$ cat src/rtl/tetris_pkg.sv
// rtl/tetris_pkg.sv - shared Tetris board, colour and render-state definitions
// Purpose: types and constants shared by the board renderer, its pixel counter
//          and the later piece overlay.
// Ports:   none (package).
package tetris_pkg;

    typedef logic [2:0] color_t;

    localparam color_t COLOR_EMPTY = 3'd0;
    localparam color_t COLOR_GRID  = 3'd7;

    localparam int BOARD_W  = 10;
    localparam int BOARD_H  = 20;
    localparam int SCREEN_W = 640;
    localparam int SCREEN_H = 480;

    typedef enum logic [2:0] {
        RS_IDLE,
        RS_WAIT_CLR,
        RS_FETCH,
        RS_RD_WAIT,
        RS_DRAW,
        RS_NEXT,
        RS_DONE
    } render_state_t;

endpackage

$ cat src/rtl/board_renderer_if.sv
// rtl/board_renderer_if.sv - control, board-RAM and pixel-write bundle of the board renderer
// Purpose: groups every non-clock/reset signal of board_renderer.
// Ports:   master drives start/clear_done/cell_data and observes the rest;
//          slave (the renderer) is the mirror image.
interface board_renderer_if;

    logic                start;
    logic                clear_done;
    logic [4:0]          cell_row;
    logic [3:0]          cell_col;
    logic                cell_rd;
    tetris_pkg::color_t  cell_data;
    logic [10:0]         x;
    logic [10:0]         y;
    tetris_pkg::color_t  pixel_color;
    logic                pixel_we;
    logic                busy;
    logic                done;

    modport master (
        output start, clear_done, cell_data,
        input  cell_row, cell_col, cell_rd, x, y, pixel_color, pixel_we, busy, done
    );

    modport slave (
        input  start, clear_done, cell_data,
        output cell_row, cell_col, cell_rd, x, y, pixel_color, pixel_we, busy, done
    );

endinterface

$ cat src/rtl/cell_pixel_counter.sv
// rtl/cell_pixel_counter.sv - px/py scan counter over one CELL_PX x CELL_PX cell
// Purpose: px is the fast index, py the slow one; last flags the final pixel.
// Ports:   clk, reset (async, active-high), clear (sync to 0), enable (advance),
//          px, py (current pixel in cell), last (px and py both at CELL_PX-1).
module cell_pixel_counter #(
    parameter  int CELL_PX = 16,
    localparam int PW      = $clog2(CELL_PX)
) (
    input  logic          clk,
    input  logic          reset,
    input  logic          clear,
    input  logic          enable,
    output logic [PW-1:0] px,
    output logic [PW-1:0] py,
    output logic          last
);

    localparam logic [PW-1:0] PMAX = PW'(CELL_PX - 1);

    always_ff @(posedge clk or posedge reset) begin
        if (reset) begin
            px <= '0;
            py <= '0;
        end else if (clear) begin
            px <= '0;
            py <= '0;
        end else if (enable) begin
            // CELL_PX is a power of two, so both indices wrap to 0 naturally
            px <= px + 1'b1;
            if (px == PMAX) begin
                py <= py + 1'b1;
            end
        end
    end

    assign last = (px == PMAX) && (py == PMAX);

endmodule

$ cat src/rtl/board_renderer.sv
// rtl/board_renderer.sv - walks the Tetris board and writes pixels for occupied cells
// Purpose: after the clear sweep finishes, reads each board cell once and paints
//          every non-empty cell as a CELL_PX square with a COLOR_GRID outline.
// Ports:   clk, reset (async, active-high);
//          bus.start/clear_done   frame request / sweeper finished level
//          bus.cell_row/col/rd    board RAM read (data one cycle later on cell_data)
//          bus.x/y/pixel_color/pixel_we  registered framebuffer write
//          bus.busy/done          activity level / end-of-frame pulse
module board_renderer
    import tetris_pkg::*;
#(
    parameter int BOARD_W  = tetris_pkg::BOARD_W,
    parameter int BOARD_H  = tetris_pkg::BOARD_H,
    parameter int CELL_PX  = 16,
    parameter int ORIGIN_X = 240,
    parameter int ORIGIN_Y = 80
) (
    input logic              clk,
    input logic              reset,
    board_renderer_if.slave  bus
);

    localparam int PXW = $clog2(CELL_PX);
    localparam logic [PXW-1:0] PMAX = PXW'(CELL_PX - 1);

    if (ORIGIN_X + BOARD_W * CELL_PX > SCREEN_W ||
        ORIGIN_Y + BOARD_H * CELL_PX > SCREEN_H) begin : g_bad_geometry
        $error("board_renderer: board does not fit on the screen");
    end
    if (CELL_PX < 2 || (CELL_PX & (CELL_PX - 1)) != 0) begin : g_bad_cell
        $error("board_renderer: CELL_PX must be a power of two >= 2");
    end
    if (BOARD_W > 16 || BOARD_H > 32) begin : g_bad_board
        $error("board_renderer: board exceeds cell_row/cell_col width");
    end

    render_state_t  state, state_nx;
    logic [4:0]     row;
    logic [3:0]     col;
    color_t         colour;
    logic           clr_q;
    logic [PXW-1:0] px, py;
    logic           last_px;
    logic           last_cell;
    logic           outline;

    logic [10:0]    x_q, y_q;
    color_t         color_q;
    logic           we_q;

    assign last_cell = (row == 5'(BOARD_H - 1)) && (col == 4'(BOARD_W - 1));
    assign outline   = (px == '0) || (px == PMAX) || (py == '0) || (py == PMAX);

    cell_pixel_counter #(
        .CELL_PX (CELL_PX)
    ) u_counter (
        .clk    (clk),
        .reset  (reset),
        .clear  (state == RS_FETCH),
        .enable (state == RS_DRAW),
        .px     (px),
        .py     (py),
        .last   (last_px)
    );

    always_ff @(posedge clk or posedge reset) begin
        if (reset) begin
            state <= RS_IDLE;
        end else begin
            state <= state_nx;
        end
    end

    always_comb begin
        state_nx = state;
        unique case (state)
            RS_IDLE:     if (bus.start) state_nx = RS_WAIT_CLR;
            // clr_q is one cycle behind clear_done; an already-high flag
            // therefore lets WAIT_CLR last exactly one cycle
            RS_WAIT_CLR: if (clr_q) state_nx = RS_FETCH;
            RS_FETCH:    state_nx = RS_RD_WAIT;
            RS_RD_WAIT:  state_nx = (bus.cell_data == COLOR_EMPTY) ? RS_NEXT : RS_DRAW;
            RS_DRAW:     if (last_px) state_nx = RS_NEXT;
            RS_NEXT:     state_nx = last_cell ? RS_DONE : RS_FETCH;
            RS_DONE:     state_nx = RS_IDLE;
            default:     state_nx = RS_IDLE;
        endcase
    end

    always_ff @(posedge clk or posedge reset) begin
        if (reset) begin
            row    <= '0;
            col    <= '0;
            colour <= COLOR_EMPTY;
            clr_q  <= 1'b0;
        end else begin
            clr_q <= bus.clear_done;
            if (state == RS_IDLE && bus.start) begin
                row <= '0;
                col <= '0;
            end
            if (state == RS_RD_WAIT) begin
                colour <= bus.cell_data;
            end
            if (state == RS_NEXT) begin
                if (col == 4'(BOARD_W - 1)) begin
                    col <= '0;
                    row <= last_cell ? 5'd0 : row + 5'd1;
                end else begin
                    col <= col + 4'd1;
                end
            end
        end
    end

    // Pixel write is registered as a group; coordinates and colour hold
    // their last value whenever no write is issued.
    always_ff @(posedge clk or posedge reset) begin
        if (reset) begin
            x_q     <= '0;
            y_q     <= '0;
            color_q <= COLOR_EMPTY;
            we_q    <= 1'b0;
        end else begin
            we_q <= (state == RS_DRAW);
            if (state == RS_DRAW) begin
                x_q     <= 11'(ORIGIN_X) + (11'(col) << PXW) + 11'(px);
                y_q     <= 11'(ORIGIN_Y) + (11'(row) << PXW) + 11'(py);
                color_q <= outline ? COLOR_GRID : colour;
            end
        end
    end

    assign bus.cell_row    = row;
    assign bus.cell_col    = col;
    assign bus.cell_rd     = (state == RS_FETCH);
    assign bus.x           = x_q;
    assign bus.y           = y_q;
    assign bus.pixel_color = color_q;
    assign bus.pixel_we    = we_q;
    assign bus.busy        = (state != RS_IDLE);
    assign bus.done        = (state == RS_DONE);

endmodule

$ cat src/flat_wrapper.sv
// flat-port wrapper written by rule: the top's interface ports become plain ports
module board_renderer_flat import tetris_pkg::*;
#(
    parameter int BOARD_W  = tetris_pkg::BOARD_W,
    parameter int BOARD_H  = tetris_pkg::BOARD_H,
    parameter int CELL_PX  = 16,
    parameter int ORIGIN_X = 240,
    parameter int ORIGIN_Y = 80
)
  (clk, reset, bus_start, bus_clear_done, bus_cell_data, bus_cell_row, bus_cell_col, bus_cell_rd, bus_x, bus_y, bus_pixel_color, bus_pixel_we, bus_busy, bus_done);
  board_renderer_if bus_i ();
  input logic clk;
  input logic reset;
  input wire logic [$bits(bus_i.start)-1:0] bus_start;
  input wire logic [$bits(bus_i.clear_done)-1:0] bus_clear_done;
  input wire logic [$bits(bus_i.cell_data)-1:0] bus_cell_data;
  output wire logic [$bits(bus_i.cell_row)-1:0] bus_cell_row;
  output wire logic [$bits(bus_i.cell_col)-1:0] bus_cell_col;
  output wire logic [$bits(bus_i.cell_rd)-1:0] bus_cell_rd;
  output wire logic [$bits(bus_i.x)-1:0] bus_x;
  output wire logic [$bits(bus_i.y)-1:0] bus_y;
  output wire logic [$bits(bus_i.pixel_color)-1:0] bus_pixel_color;
  output wire logic [$bits(bus_i.pixel_we)-1:0] bus_pixel_we;
  output wire logic [$bits(bus_i.busy)-1:0] bus_busy;
  output wire logic [$bits(bus_i.done)-1:0] bus_done;
  assign bus_i.start = bus_start;
  assign bus_i.clear_done = bus_clear_done;
  assign bus_i.cell_data = bus_cell_data;
  assign bus_cell_row = bus_i.cell_row;
  assign bus_cell_col = bus_i.cell_col;
  assign bus_cell_rd = bus_i.cell_rd;
  assign bus_x = bus_i.x;
  assign bus_y = bus_i.y;
  assign bus_pixel_color = bus_i.pixel_color;
  assign bus_pixel_we = bus_i.pixel_we;
  assign bus_busy = bus_i.busy;
  assign bus_done = bus_i.done;
  board_renderer #(.BOARD_W(BOARD_W), .BOARD_H(BOARD_H), .CELL_PX(CELL_PX), .ORIGIN_X(ORIGIN_X), .ORIGIN_Y(ORIGIN_Y)) u_core (.clk(clk), .reset(reset), .bus(bus_i));
endmodule
$ cat config.mk
export PLATFORM = sky130hd
export DESIGN_NAME = board_renderer_flat
export DESIGN_NICKNAME = d
export VERILOG_FILES = /design/src/rtl/tetris_pkg.sv /design/src/rtl/board_renderer_if.sv /design/src/rtl/cell_pixel_counter.sv /design/src/rtl/board_renderer.sv /design/src/flat_wrapper.sv
export SDC_FILE = /design/constraint.sdc
export NUM_CORES = 1
export LEC_CHECK = 0
export ABC_AREA = 0
export BUFFER_PORTS_ARGS = -buffer_cell sky130_fd_sc_hd__clkbuf_2
export CORE_UTILIZATION = 45
export CTS_CLUSTER_DIAMETER = 60
export CTS_CLUSTER_SIZE = 20
export DETAILED_ROUTE_END_ITERATION = 12
export GPL_TIMING_DRIVEN = 0
export PLACE_DENSITY_LB_ADDON = 0.3
export REMOVE_ABC_BUFFERS = 1
export SYNTH_ARGS = -nofsm -noshare
export SYNTH_HDL_FRONTEND = slang
export SYNTH_SLANG_ARGS = --single-unit
$ cat constraint.sdc
create_clock -name clk -period 3.26 [get_ports clk]
set_input_delay 0.489 -clock clk [delete_from_list [all_inputs] [get_ports clk]]
set_output_delay 0.489 -clock clk [all_outputs]
set_load 0.005 [all_outputs]
==> run metrics <==
Yosys reg bits 47; top cell type's share of synthesized area 0.5165; first-pass GRT wire length 7.100 mm; GRT overflow 0; post-placement cell count 327; R2R Path End u_core.state[0]$_DFFE_PP0P_; share of layout cells above drive strength 1 0.2313; IO Pins 45; Slew headroom 0.4150; antenna-violating nets left 0; r2r startpoint u_core.state[2]$_DFFE_PP0P_; CTS H-tree lvls 2; Avg Cell Area, Syn 9.858 sq um; Critical Path Start Type register; synth top area cells dfrtp_1 (52%), nand2_1 (6.4%), ha_1 (4.4%), o21ai_0 (3.7%), nor2_1 (2.8%); GP Congestion 0.7785; Max Fclk 431.6 MHz; number of flops mapped to enable cells by yosys 0; cell taking the most area after synthesis dfrtp_1; critical path, cell by cell or3b_2, inv_2, o21ai_1, a32o_1; worst skew pair latency 0.30 ns; Max Clock Skew 0.005921 ns; vias in the first global route 1543; Most used DFF post-synth dfrtp_1; post-CTS sizing 0; RSZ-0062 raised after global routing no; Syn Inst Count 231; largest net degree at the start of global routing 43; Root Driver clkbuf_8; die area 5349 sq um; Tightest Hold Check Type primary input to async pin; Post-Route WL 4.147 mm; worst reg-to-reg setup slack 0.94 ns; Area growth, synth to finish 13.35%; initial antenna violation count 0; Final Setup Violations 0; Die H 73.14 um; fill count 474; Worst IR Drop VDD 362.0 uV; leakage power 1.255 nW; DR vias 1676; Pre-Repair DR Iteration Count 4; clk slew on worst S/H paths 0.08 ns; Die Width 73.14 um; final period utilization 0.7108; WS Path Type register to register; DRT iter0 DRCs 51; top cells by count, synth dfrtp_1 (47), nand2_1 (39), nor2_1 (17), o21ai_0 (17), inv_1 (12); Power Dens Cells 704.2 nW/um^2; DRC Markers 0; Least-Margin Pin Slew 0.8775 ns; Worst path slowest cell or3b_2; WP data arrival 2.51 ns; Hold Violations, Final 0; nets@finish 282; Max clock buf depth 2; Syn Std Cell Area 2277 sq um; # hold bufs at CTS 0; post-synthesis async set-or-reset flop share 1.000; Port Buffer Count 41; required time worst endpoint 3.45 ns; CTS buffer count 5; Via-to-Cell Ratio 5.003; Synth warnings 0; Crit. End Element register; # clock sinks 47; Total GRT Usage 0.1760; fin. max-slew vios 0; cells on worst reg2reg path 4; Max-Cap Viols 0; status completed; postcts setup bufs 0; worst-path fanout max 42; crit path time final 2.317 ns; Rows 25; Sum Neg Setup Slack 0 ns; Layout Cells excl Fill 335; largest stage delay on the critical path 0.85 ns; ANT cells 0; CTS tree done; core area 4786 sq um; most frequent cell after synthesis dfrtp_1; post-synth cell types 46; DP HPWL 2.863 mm; Seq/Total Area, Yosys 0.5165; WL per Instance 12.38 um; Starting Density 0.4758
==> state kept, by name, indices dropped and copies added (netlist names) <==
register	cells
u_core.bus.pixel_we	1
u_core.colour	3
u_core.bus.y	10
u_core.bus.cell_col	4
u_core.u_counter.py	4
u_core.bus.cell_row	5
u_core.bus.x	9
u_core.clr_q	1
u_core.state	3
u_core.bus.pixel_color	3
u_core.u_counter.px	4
==> worst max path at each step <==
stage | startpoint | endpoint | depth (start not counted)
2_1_floorplan | u_core.state[2]$_DFFE_PP0P_ | u_core.state[0]$_DFFE_PP0P_ | 4
3_5_place_dp | u_core.state[2]$_DFFE_PP0P_ | u_core.u_counter.px[2]$_DFFE_PP0P_ | 5
3_3_place_gp | u_core.state[2]$_DFFE_PP0P_ | u_core.u_counter.px[2]$_DFFE_PP0P_ | 5
5_1_grt | u_core.state[2]$_DFFE_PP0P_ | u_core.u_counter.px[3]$_DFFE_PP0P_ | 5
6_report | u_core.state[2]$_DFFE_PP0P_ | u_core.state[0]$_DFFE_PP0P_ | 4
4_1_cts | u_core.state[2]$_DFFE_PP0P_ | u_core.u_counter.px[2]$_DFFE_PP0P_ | 5
==> worst max-delay path, delay by kind of cell, from the launching register on <==
family	cells	cell delay, ns
AOI/OAI and AO/OA	2	0.38
buffers and inverters	1	0.38
DFF	1	0.60
and+or+nand+nor	1	0.85
==> per-layer routing <==
metal	wire [um]	track usage	up-vias
met2	1857	0.2737	32
met3	164	0.03453	7
met4	83	0.08497	0
met5	0	0	-
met1	2041	0.2355	789
li1	-	-	848
==> area by class of cell <==
| cell class | instances | area, sq um | share of cell area |
|---|---|---|---|
| Clock buffer | 8 | 100.1 | 0.03878 |
| Inverter | 13 | 48.80 | 0.01890 |
| Multi-Input combinational cell | 158 | 947.2 | 0.3669 |
| Sequential cell | 47 | 1176 | 0.4556 |
| Tap cell | 67 | 83.83 | 0.03248 |
| Timing Repair Buffer | 42 | 225.2 | 0.08725 |
==> cells in the final DEF, fill, tap and decap left out, types with 5 or more instances in the layout <==
| cell | Yosys | layout |
|---|---|---|
| dfrtp_1 | 47 | 47 |
| clkbuf_2 | 1 | 41 |
| nand2_1 | 39 | 39 |
| o21ai_0 | 17 | 17 |
| nor2_1 | 17 | 17 |
| inv_1 | 12 | 11 |
| o21ai_1 | 10 | 10 |
| ha_1 | 8 | 8 |
| clkbuf_8 | 0 | 7 |
| nand3_1 | 6 | 6 |
| nor3_1 | 5 | 5 |
| xnor2_1 | 5 | 5 |
==> report_power, final <==
group | total [mW] | switching, mW | internal (mW)
registers | 0.877 | 0.143 | 0.734
logic | 0.564 | 0.306 | 0.258
clock network | 0.377 | 0.183 | 0.194
total | 1.82 | 0.633 | 1.19
==> kinds of logic after synthesis <==
| family | after synthesis | share of synthesized area |
|---|---|---|
| DFF | 47 | 0.5165 |
| AOI/OAI and AO/OA | 45 | 0.1192 |
| adders and majority gates | 8 | 0.04396 |
| muxes | 4 | 0.01923 |
| xor gates and xnor gates | 9 | 0.03461 |
| other | 1 | 0.001647 |
| buffers and inverters | 28 | 0.07087 |
| and+or+nand+nor | 89 | 0.1940 |
==> through the flow <==
stage | setup slack (ns) | hold slack [ns] | power, mW | cell area (sq um) | utilization
2_1_floorplan | 1.158 | 0.4698 | 1.231 | 2172 | -
3_3_place_gp | 0.6160 | 0.4617 | 1.438 | 2461 | 0.5142
3_5_place_dp | 0.6175 | 0.4657 | 1.464 | 2481 | 0.5184
4_1_cts | 0.5820 | 0.1544 | 1.851 | 2581 | 0.5393
5_1_grt | 0.7396 | 0.1838 | 1.969 | 2581 | 0.5393
6_report | 0.9428 | 0.1493 | 1.818 | 2581 | 0.5393
(Power assumes the default switching activity.)
